### config.mk
export PLATFORM = sky130hd
export DESIGN_NAME = stopwatch_cmd_ctrl
export DESIGN_NICKNAME = d
export VERILOG_FILES = /design/src/rtl/stopwatch_pkg.sv /design/src/rtl/btn_edge_detect.sv /design/src/rtl/stopwatch_cmd_ctrl.sv
export SDC_FILE = /design/constraint.sdc
export NUM_CORES = 1
export LEC_CHECK = 0
export ABC_AREA = 1
export CAP_MARGIN = 40
export CORE_ASPECT_RATIO = 1.1
export CORE_MARGIN = 5
export CORE_UTILIZATION = 36
export DETAILED_ROUTE_END_ITERATION = 12
export SLEW_MARGIN = 20
export SYNTH_ARGS = -nofsm -noshare
export SYNTH_HDL_FRONTEND = slang
export SYNTH_HIERARCHICAL = 1
export SYNTH_SLANG_ARGS = --single-unit
export TNS_END_PERCENT = 50
### constraint.sdc
create_clock -name clk -period 2.55 [get_ports clk]
set_input_delay 0.3825 -clock clk [delete_from_list [all_inputs] [get_ports clk]]
set_output_delay 0.3825 -clock clk [all_outputs]
set_load 0.01 [all_outputs]
### src/rtl/stopwatch_pkg.sv
// Shared types and constants for the stopwatch command controller.
package stopwatch_pkg;

  typedef enum logic [1:0] {
    ST_STOP  = 2'b00,
    ST_RUN   = 2'b01,
    ST_CLEAR = 2'b10,
    ST_LAP   = 2'b11
  } state_e;

  typedef enum logic [1:0] {
    CMD_NONE    = 2'b00,
    CMD_RUNSTOP = 2'b01,
    CMD_CLEAR   = 2'b10,
    CMD_LAP     = 2'b11
  } cmd_e;

  localparam logic [7:0]  UART_RUN_BYTE      = 8'h52;
  localparam logic [7:0]  UART_CLEAR_BYTE    = 8'h43;
  localparam logic [7:0]  UART_LAP_BYTE      = 8'h4C;
  localparam int unsigned LAP_HOLD_TICKS_DEF = 300;
  localparam int unsigned TICK_W_DEF         = 9;

  localparam int BTN_W       = 3;
  localparam int BTN_RUNSTOP = 0;
  localparam int BTN_CLEAR   = 1;
  localparam int BTN_LAP     = 2;

  function automatic cmd_e uart_decode(
    input logic       valid,
    input logic [7:0] data,
    input logic [7:0] run_byte,
    input logic [7:0] clear_byte,
    input logic [7:0] lap_byte
  );
    cmd_e cmd;
    cmd = CMD_NONE;
    if (valid) begin
      if (data == run_byte)        cmd = CMD_RUNSTOP;
      else if (data == clear_byte) cmd = CMD_CLEAR;
      else if (data == lap_byte)   cmd = CMD_LAP;
    end
    return cmd;
  endfunction

endpackage

### src/rtl/btn_edge_detect.sv
// Registered rising-edge detector for debounced button levels; one press
// pulse per rising edge, delayed one clock.
module btn_edge_detect #(
  parameter int WIDTH = 3
) (
  input  logic             clk,
  input  logic             rst,
  input  logic [WIDTH-1:0] level,
  output logic [WIDTH-1:0] press
);

  logic [WIDTH-1:0] prev;

  always_ff @(posedge clk or negedge rst) begin
    if (!rst) begin
      prev  <= '0;
      press <= '0;
    end else begin
      prev  <= level;
      press <= level & ~prev;
    end
  end

endmodule

### src/rtl/stopwatch_cmd_ctrl.sv
// Stopwatch control: merges buttons and UART commands into one stream and
// drives run enable, clear pulse and lap display hold.
//
//   state | meaning
//   STOP  | counting halted, outputs idle
//   RUN   | datapath counting
//   LAP   | counting continues, display frozen until lap/runstop/timeout
//   CLEAR | single-cycle clear pulse, then STOP
module stopwatch_cmd_ctrl #(
  parameter logic [7:0]  CMD_RUN        = stopwatch_pkg::UART_RUN_BYTE,
  parameter logic [7:0]  CMD_CLEAR      = stopwatch_pkg::UART_CLEAR_BYTE,
  parameter logic [7:0]  CMD_LAP        = stopwatch_pkg::UART_LAP_BYTE,
  parameter int unsigned LAP_HOLD_TICKS = stopwatch_pkg::LAP_HOLD_TICKS_DEF,
  parameter int unsigned TICK_W         = stopwatch_pkg::TICK_W_DEF
) (
  input  logic       clk,
  input  logic       rst,
  input  logic       btn_runstop,
  input  logic       btn_clear,
  input  logic       btn_lap,
  input  logic       i_tick_100hz,
  input  logic       rx_valid,
  input  logic [7:0] rx_data,
  output logic       o_runstop,
  output logic       o_clear,
  output logic       o_lap_hold,
  output logic [1:0] o_state,
  output logic       o_cmd_ack
);
  import stopwatch_pkg::*;

  localparam logic [TICK_W-1:0] HOLD_LIMIT = TICK_W'(LAP_HOLD_TICKS);
  localparam bit                HOLD_EN    = (LAP_HOLD_TICKS != 0);

  logic [BTN_W-1:0]  btn_press;
  cmd_e              rx_cmd;
  cmd_e              pend_cmd;
  cmd_e              pend_nxt;
  cmd_e              exec_cmd;
  logic              exec_uart;
  logic              rx_taken;
  state_e            state;
  state_e            state_nxt;
  logic [TICK_W-1:0] hold_cnt;
  logic [TICK_W-1:0] hold_nxt;

  btn_edge_detect #(.WIDTH(BTN_W)) u_btn_edge (
    .clk   (clk),
    .rst   (rst),
    .level ({btn_lap, btn_clear, btn_runstop}),
    .press (btn_press)
  );

  assign rx_cmd = uart_decode(rx_valid, rx_data, CMD_RUN, CMD_CLEAR, CMD_LAP);

  // Nothing executes during CLEAR; a UART command that does not run this
  // cycle lands in the pending slot, replacing whatever was there.
  always_comb begin
    exec_cmd  = CMD_NONE;
    exec_uart = 1'b0;
    rx_taken  = 1'b0;
    pend_nxt  = pend_cmd;
    if (state != ST_CLEAR) begin
      if (btn_press[BTN_RUNSTOP]) begin
        exec_cmd = CMD_RUNSTOP;
      end else if (btn_press[BTN_CLEAR]) begin
        exec_cmd = stopwatch_pkg::CMD_CLEAR;
      end else if (btn_press[BTN_LAP]) begin
        exec_cmd = stopwatch_pkg::CMD_LAP;
      end else if (pend_cmd != CMD_NONE) begin
        exec_cmd  = pend_cmd;
        exec_uart = 1'b1;
        pend_nxt  = CMD_NONE;
      end else if (rx_cmd != CMD_NONE) begin
        exec_cmd  = rx_cmd;
        exec_uart = 1'b1;
        rx_taken  = 1'b1;
      end
    end
    if (rx_cmd != CMD_NONE && !rx_taken) begin
      pend_nxt = rx_cmd;
    end
  end

  always_comb begin
    state_nxt = state;
    hold_nxt  = hold_cnt;
    case (state)
      ST_STOP: begin
        if (exec_cmd == CMD_RUNSTOP)                  state_nxt = ST_RUN;
        else if (exec_cmd == stopwatch_pkg::CMD_CLEAR) state_nxt = ST_CLEAR;
      end
      ST_RUN: begin
        if (exec_cmd == CMD_RUNSTOP) begin
          state_nxt = ST_STOP;
        end else if (exec_cmd == stopwatch_pkg::CMD_LAP) begin
          state_nxt = ST_LAP;
          hold_nxt  = '0;
        end
      end
      ST_LAP: begin
        if (exec_cmd == CMD_RUNSTOP) begin
          state_nxt = ST_STOP;
        end else if (exec_cmd == stopwatch_pkg::CMD_LAP) begin
          state_nxt = ST_RUN;
        end else if (HOLD_EN && i_tick_100hz) begin
          if (hold_cnt < HOLD_LIMIT) hold_nxt = hold_cnt + 1'b1;
          if (hold_cnt >= HOLD_LIMIT - 1'b1) state_nxt = ST_RUN;
        end
      end
      ST_CLEAR: state_nxt = ST_STOP;
      default:  state_nxt = ST_STOP;
    endcase
  end

  always_ff @(posedge clk or negedge rst) begin
    if (!rst) begin
      state      <= ST_STOP;
      pend_cmd   <= CMD_NONE;
      hold_cnt   <= '0;
      o_runstop  <= 1'b0;
      o_clear    <= 1'b0;
      o_lap_hold <= 1'b0;
      o_cmd_ack  <= 1'b0;
    end else begin
      state      <= state_nxt;
      pend_cmd   <= pend_nxt;
      hold_cnt   <= hold_nxt;
      o_runstop  <= (state_nxt == ST_RUN) || (state_nxt == ST_LAP);
      o_clear    <= (state_nxt == ST_CLEAR);
      o_lap_hold <= (state_nxt == ST_LAP);
      o_cmd_ack  <= exec_uart;
    end
  end

  assign o_state = state;

endmodule

==> results of run 1 <==
-- state kept, by name (all words and copies together), names as in the netlist --
signal,cells
o_lap_hold,1
u_btn_edge/press,3
hold_cnt,9
u_btn_edge/prev,3
o_clear,1
o_cmd_ack,1
o_runstop,1
pend_cmd,2
o_state,1
-- power groups by stage --
stage | sequential (W) | clock, W | combinational, W
CTS | 0.000409 | 0.000343 | 0.000319
detailed placement | 0.000416 | 0 | 0.000319
floorplan | 0.000419 | 0 | 0.000204
global placement | 0.000416 | 0 | 0.000317
finish | 0.000409 | 0.000329 | 0.000314
global route | 0.000413 | 0.000356 | 0.000348
-- routing by layer --
layer,global-route usage,vias up,part of all wire
met5,0,-,0
met4,0.0530,0,0.015
met3,0.0242,2,0.073
met2,0.188,35,0.45
met1,0.147,508,0.46
li1,-,604,-
-- layout make-up --
| class | count | area [µm²] |
|---|---|---|
| fillers | 381 | 1960 |
| flip-flops and latches | 22 | 551 |
| clock inverters | 1 | 30.0 |
| inverters | 33 | 124 |
| multi-input cells | 125 | 674 |
| clock buffers | 3 | 41.3 |
| well taps | 50 | 62.6 |
| repair buffers | 21 | 208 |
-- cells in the final DEF, fill, tap and decap left out, types with 5 or more instances in the layout --
| cell type | instances |
|---|---|
| inv_1 | 26 |
| nand3_1 | 14 |
| nor2_2 | 5 |
| nand2_2 | 5 |
| nand2_1 | 45 |
| dfrtp_1 | 22 |
| inv_2 | 7 |
| clkdlybuf4s50_1 | 20 |
| nor2_1 | 24 |
-- final timing paths --
check	startpoint	to	slack (ps)	cells after the start
min in group asynchronous	rst	o_lap_hold	460	2
max	rx_data[6]	hold_cnt[3]	710	12
min	u_btn_edge/prev[0]	u_btn_edge/press[0]	410	1
min reg2reg	u_btn_edge/prev[0]	u_btn_edge/press[0]	410	1
max reg2reg	o_runstop	hold_cnt[3]	990	6
max in group asynchronous	rst	hold_cnt[7]	1860	2
-- cell usage after synthesis, types with 2 or more instances --
cell	n	area, µm²
a21oi_2	2	17.5
nand3_2	2	20.0
nor3_1	3	15.0
inv_2	7	26.3
nand2_4	2	22.5
nor2_1	24	90.1
nor2_2	5	31.3
nand3_1	14	70.1
nand4_1	2	12.5
nand2_1	45	169
inv_1	26	97.6
clkbuf_1	2	7.51
xnor2_1	3	26.3
dfrtp_1	22	551
xor2_1	3	26.3
o22ai_1	3	18.8
nand2_2	5	31.3
-- through the flow --
step	power, W	hold slack, ps	std cells
floorplan	0.000622	86.9	183
global placement	0.000733	394	251
detailed placement	0.000735	399	251
CTS	0.00107	412	255
global route	0.00112	416	255
finish	0.00105	407	255
-- kinds of logic after synthesis --
kind of cell	share of synthesized area
xor+xnor	0.0385
flops	0.404
buf+inv	0.102
fa+ha+maj	0.00917
simple gates	0.385
compound gates	0.0615
==> impl_metrics.csv, run 1 <==
group,metric,value,unit
routing,route.detailed.drc,0,
floorplanning,io_pins,21,
timing,clock_skew,5.04,ps
cts,cts_buffers,3,
flow_run,drv_cap,0,
logic_synthesis,yosys_register_bits,22,
timing,hold_viol,0,
routing,vias,1149,
cells_and_area,diodes,0,
timing,maxSlewViolCount,0,
floorplanning,coreArea,3650,µm²
cts,clock_latency,270,ps
setup_path,critPathArrivalTime,2000,ps
global_route,grt_pass1_vias,1060,
routing,dr.pass1.iters,4,
place,placed_area,1620,µm²
power,leakagePower,0.836,nW
place,hpwl,1930,µm
logic_synthesis,yosys_warnings,6,
timing,min_period,1840,ps
setup_path,path_cells,"clkdlybuf4s50_1 > inv_1 > nor2_2 > nand2_1 > nor2_2 > nand3_2 > a21oi_4 > nand4_2 > nand2_4 > nand3_4 > nand2_1 > nand2_1",
logic_synthesis,synth.distinct_cells,30,
global_route,groute.usage.overall,0.116,
timing,max-slew-margin-rel,0.742,
cells_and_area,nNetsFinal,222,
setup_path,startpoint_type,"input port",
power,seqPwrFrac,0.389,
global_route,grt_start_max_net_pins,23,
setup_path,cp_common_cell,"nand2_1",
cells_and_area,drive_gt1_frac,0.161,
routing,drt-vias-per-instance,4.51,
timing,fin_crit_sh,0.722,
cts,cts_hold_buf,0,
logic_synthesis,async_reset_ff_frac,1.00,
cts,h-tree-depth,1,
setup_path,crit_path_end_kind,"register",
timing,timing.final.ws_setup,708,ps
setup_path,cp_top_family,"simple AND/OR/NAND/NOR gates",
power,p_clk_frac,0.313,
cts,cts_tree,"done",
power,cellPowerDensity,622,nW/µm²
timing,timing_worst_slew_pin_value,385,ps
timing,setup_tns,0,ps
cts,cts_sinks,22,
power,power_frac_comb,0.298,
floorplanning,die_x,68.7,µm
logic_synthesis,syn_area_per_cell,7.45,µm²
floorplanning,start_util,0.373,
floorplanning,rows,23,
timing,max_clock_freq,0.543,GHz
run_status,status,"finished clean",
cts,cts_setup_buffers,0,
setup_path,cp_slowest_cell,"clkdlybuf4s50_1",
floorplanning,dieArea,5120,µm²
global_route,antenna_found_initial,0,
setup_path,slowest_delay,480,ps
logic_synthesis,synth_area,1360,µm²
setup_path,worstPathRequired,2710,ps
cells_and_area,fin_area,1690,µm²
power,intPower,0.000712,W
place,gp_congestion,0.823,
power,p_sw,0.000340,W
hold_path,hp-class,"reg -> reg",
cts,clk_path_buf_depth,2,
routing,wl_per_cell,10.2,µm
routing,drt_iter0_markers,46,
cells_and_area,syn2layout_area_growth,23.9,%
floorplanning,die_h,74.6,µm
timing,grt_setup_unrepaired,"false",
setup_path,path_class,"in -> reg",
global_route,grt_pass1_wl,4480,µm
logic_synthesis,synth_flop_cell,"dfrtp_1",
setup_path,path_buf_inv,2,
cells_and_area,utilization,0.463,
logic_synthesis,syn-instance-count,183,
place,dp_slack,417,ps
routing,totalWireLength,2610,µm
place,port_buffers,20,
routing,drtAntennaViolNets,0,
setup_path,path_max_fanout,10,
timing,finalSetupViolCount,0,
logic_synthesis,seq_area_frac_synth,0.404,
global_route,grt_remaining_overflow,0,
cts,cts.repair.resized,0,
cts,path_clk_slew,90,ps
logic_synthesis,postSynthNetCount,199,
cts,root_buffer,"clkbuf_8",
logic_synthesis,synth_edf_count,0,
power,vdd.ir_drop.worst,0.000291,V
power,switching_share,0.324,
No activity file was read; power rests on OpenSTA's default activity.
==> inputs of run 2 (changes only) <==
==> constraint.sdc (replaced) <==
create_clock -name clk -period 1.49 [get_ports clk]
set_input_delay 0.2235 -clock clk [delete_from_list [all_inputs] [get_ports clk]]
set_output_delay 0.2235 -clock clk [all_outputs]
set_load 0.01 [all_outputs]
==> impl_metrics.csv, run 2 (synthesized netlist as in run 1, its figures left out) <==
group,metric,value,unit
run_status,status,"finished clean",
place,gp_congestion,0.837,
routing,wl_met3,162,µm
global_route,grt_remaining_overflow,0,
setup_path,startpoint_type,"register",
cts,clk_path_buf_depth,2,
power,seqPwrFrac,0.334,
power,vdd.ir_drop.worst,0.000490,V
power,p_clk_frac,0.272,
timing,grt_setup_unrepaired,"true",
global_route,antenna_found_initial,0,
floorplanning,io_pins,21,
floorplanning,coreArea,3650,µm²
cts,cts_buffers,3,
timing,clock_skew,5.16,ps
cts,cts_hold_buf,0,
floorplanning,die_h,74.6,µm
cells_and_area,fillers,382,
cells_and_area,largest_reg_flops,9,
cells_and_area,instances_no_fill,277,
routing,route.detailed.drc,0,
routing,highest_layer,"met4",
global_route,grt_pass1_vias,1200,
timing,min_period,1470,ps
floorplanning,start_util,0.373,
timing,hold_viol,0,
routing,dr.pass1.iters,4,
global_route,grt_start_max_net_pins,23,
setup_path,worstPathRequired,1700,ps
power,p_sw,0.000706,W
floorplanning,rows,23,
floorplanning,dieArea,5120,µm²
routing,drt-vias-per-instance,4.54,
hold_path,hp-class,"in -> async",
power,switching_share,0.345,
routing,drt_iter0_markers,63,
place,hpwl,2120,µm
cells_and_area,top_register,"hold_cnt",
cells_and_area,utilization,0.544,
routing,wl_per_cell,11.1,µm
cts,path_clk_slew,80,ps
cts,root_buffer,"clkbuf_8",
timing,max_clock_freq,0.681,GHz
place,port_buffers,20,
floorplanning,die_x,68.7,µm
cts,cts_sinks,22,
setup_path,crit_path_end_kind,"register",
place,dp.cells,267,
cts,h-tree-depth,1,
timing,finalSetupViolCount,0,
global_route,grt_pass1_wl,5220,µm
timing,max-slew-margin-rel,0.811,
cells_and_area,syn2layout_area_growth,45.9,%
routing,totalWireLength,3080,µm
power,power_frac_comb,0.394,
cells_and_area,nNetsFinal,244,
timing,timing_worst_slew_pin_value,283,ps
power,cellPowerDensity,1030,nW/µm²
timing,fin_crit_sh,0.986,
timing,setup_tns,0,ps
routing,drtAntennaViolNets,0,
cells_and_area,diodes,0,
cells_and_area,final_common_cell,"nand2_1",
place,placed_area,1740,µm²
cells_and_area,mostFrequentLayoutCells,"nand2_1 (41), inv_1 (23), nor2_1 (22), dfrtp_1 (21), buf_4 (20)",
cells_and_area,fin_area,1990,µm²
power,intPower,0.00134,W
timing,maxSlewViolCount,0,
setup_path,path_max_fanout,5,
setup_path,critPathArrivalTime,1680,ps
setup_path,path_class,"reg -> reg",
timing,whs,298,ps
global_route,groute.usage.overall,0.136,
setup_path,rr_worst_depth,10,
power,leakagePower,0.978,nW
routing,vias,1257,
cts,clock_latency,260,ps
flow_run,drv_cap,0,
cells_and_area,biggestRegsByFlops,"hold_cnt (9), u_btn_edge/press (3), u_btn_edge/prev (3)",
routing,routed-wl-met2,1480,µm
cells_and_area,drive_gt1_frac,0.339,
cts,cts_tree,"done",
routing,drt-met1-wl,1380,µm
-- run 2: final cells by class --
class / instances / area, µm² / area share
Inverter: 33 / 124 / 0.0623
Clock inverter: 1 / 30.0 / 0.0151
Clock buffer: 3 / 41.3 / 0.0208
Sequential cell: 22 / 552 / 0.277
Multi-Input combinational cell: 128 / 835 / 0.419
Tap cell: 50 / 62.6 / 0.0314
Timing Repair Buffer: 40 / 345 / 0.174
-- run 2: per-layer routing --
layer / track usage / vias to the layer above
met5: 0 / -
met4: 0.0574 / 0
met3: 0.0242 / 4
met2: 0.220 / 25
met1: 0.177 / 573
li1: - / 655
-- run 2: timing repair --
item | in CTS | in global routing
cloned | 3 | 0
gates resized for setup | 21 | 24
endpoints found under the setup margin | 13 | 14
setup buffers | 3 | 0
pin swaps | 18 | 20
-- run 2: critical path, stage by stage (launching register included) --
cell and delay (ps):
dfrtp_1 400, inv_2 100, nand2_1 70, a21boi_2 150, inv_1 70, nand2_1 80
a21oi_2 70, buf_4 160, nor2_8 160, nand3_2 70, nand2_1 70
-- run 2: final timing paths --
| check | from | end | slack, ps |
|---|---|---|---|
| setup / recovery | hold_cnt[4] | hold_cnt[6] | 20 |
| hold / removal | rst | hold_cnt[5] | 300 |
| setup reg to reg | hold_cnt[4] | hold_cnt[6] | 20 |
| hold reg to reg | u_btn_edge/prev[1] | u_btn_edge/press[1] | 410 |
| max in group asynchronous | rst | o_runstop | 950 |
| min in group clk | u_btn_edge/prev[1] | u_btn_edge/press[1] | 410 |
-- run 2: metrics by stage --
step,setup slack (ps),total power (W)
after floorplan,134,0.00107
after global placement,-467,0.00130
after detailed placement,-509,0.00130
after CTS,1.04,0.00202
after global routing,-61.4,0.00217
final,20.8,0.00205
-- run 2: power groups by stage --
stage	Clock [W]	Combinational (W)	Sequential, W
2_1_floorplan	0	0.000348	0.000717
6_report	0.000557	0.000806	0.000683
5_1_grt	0.000607	0.000877	0.000691
4_1_cts	0.000575	0.000770	0.000677
3_5_place_dp	0	0.000597	0.000703
3_3_place_gp	0	0.000597	0.000702
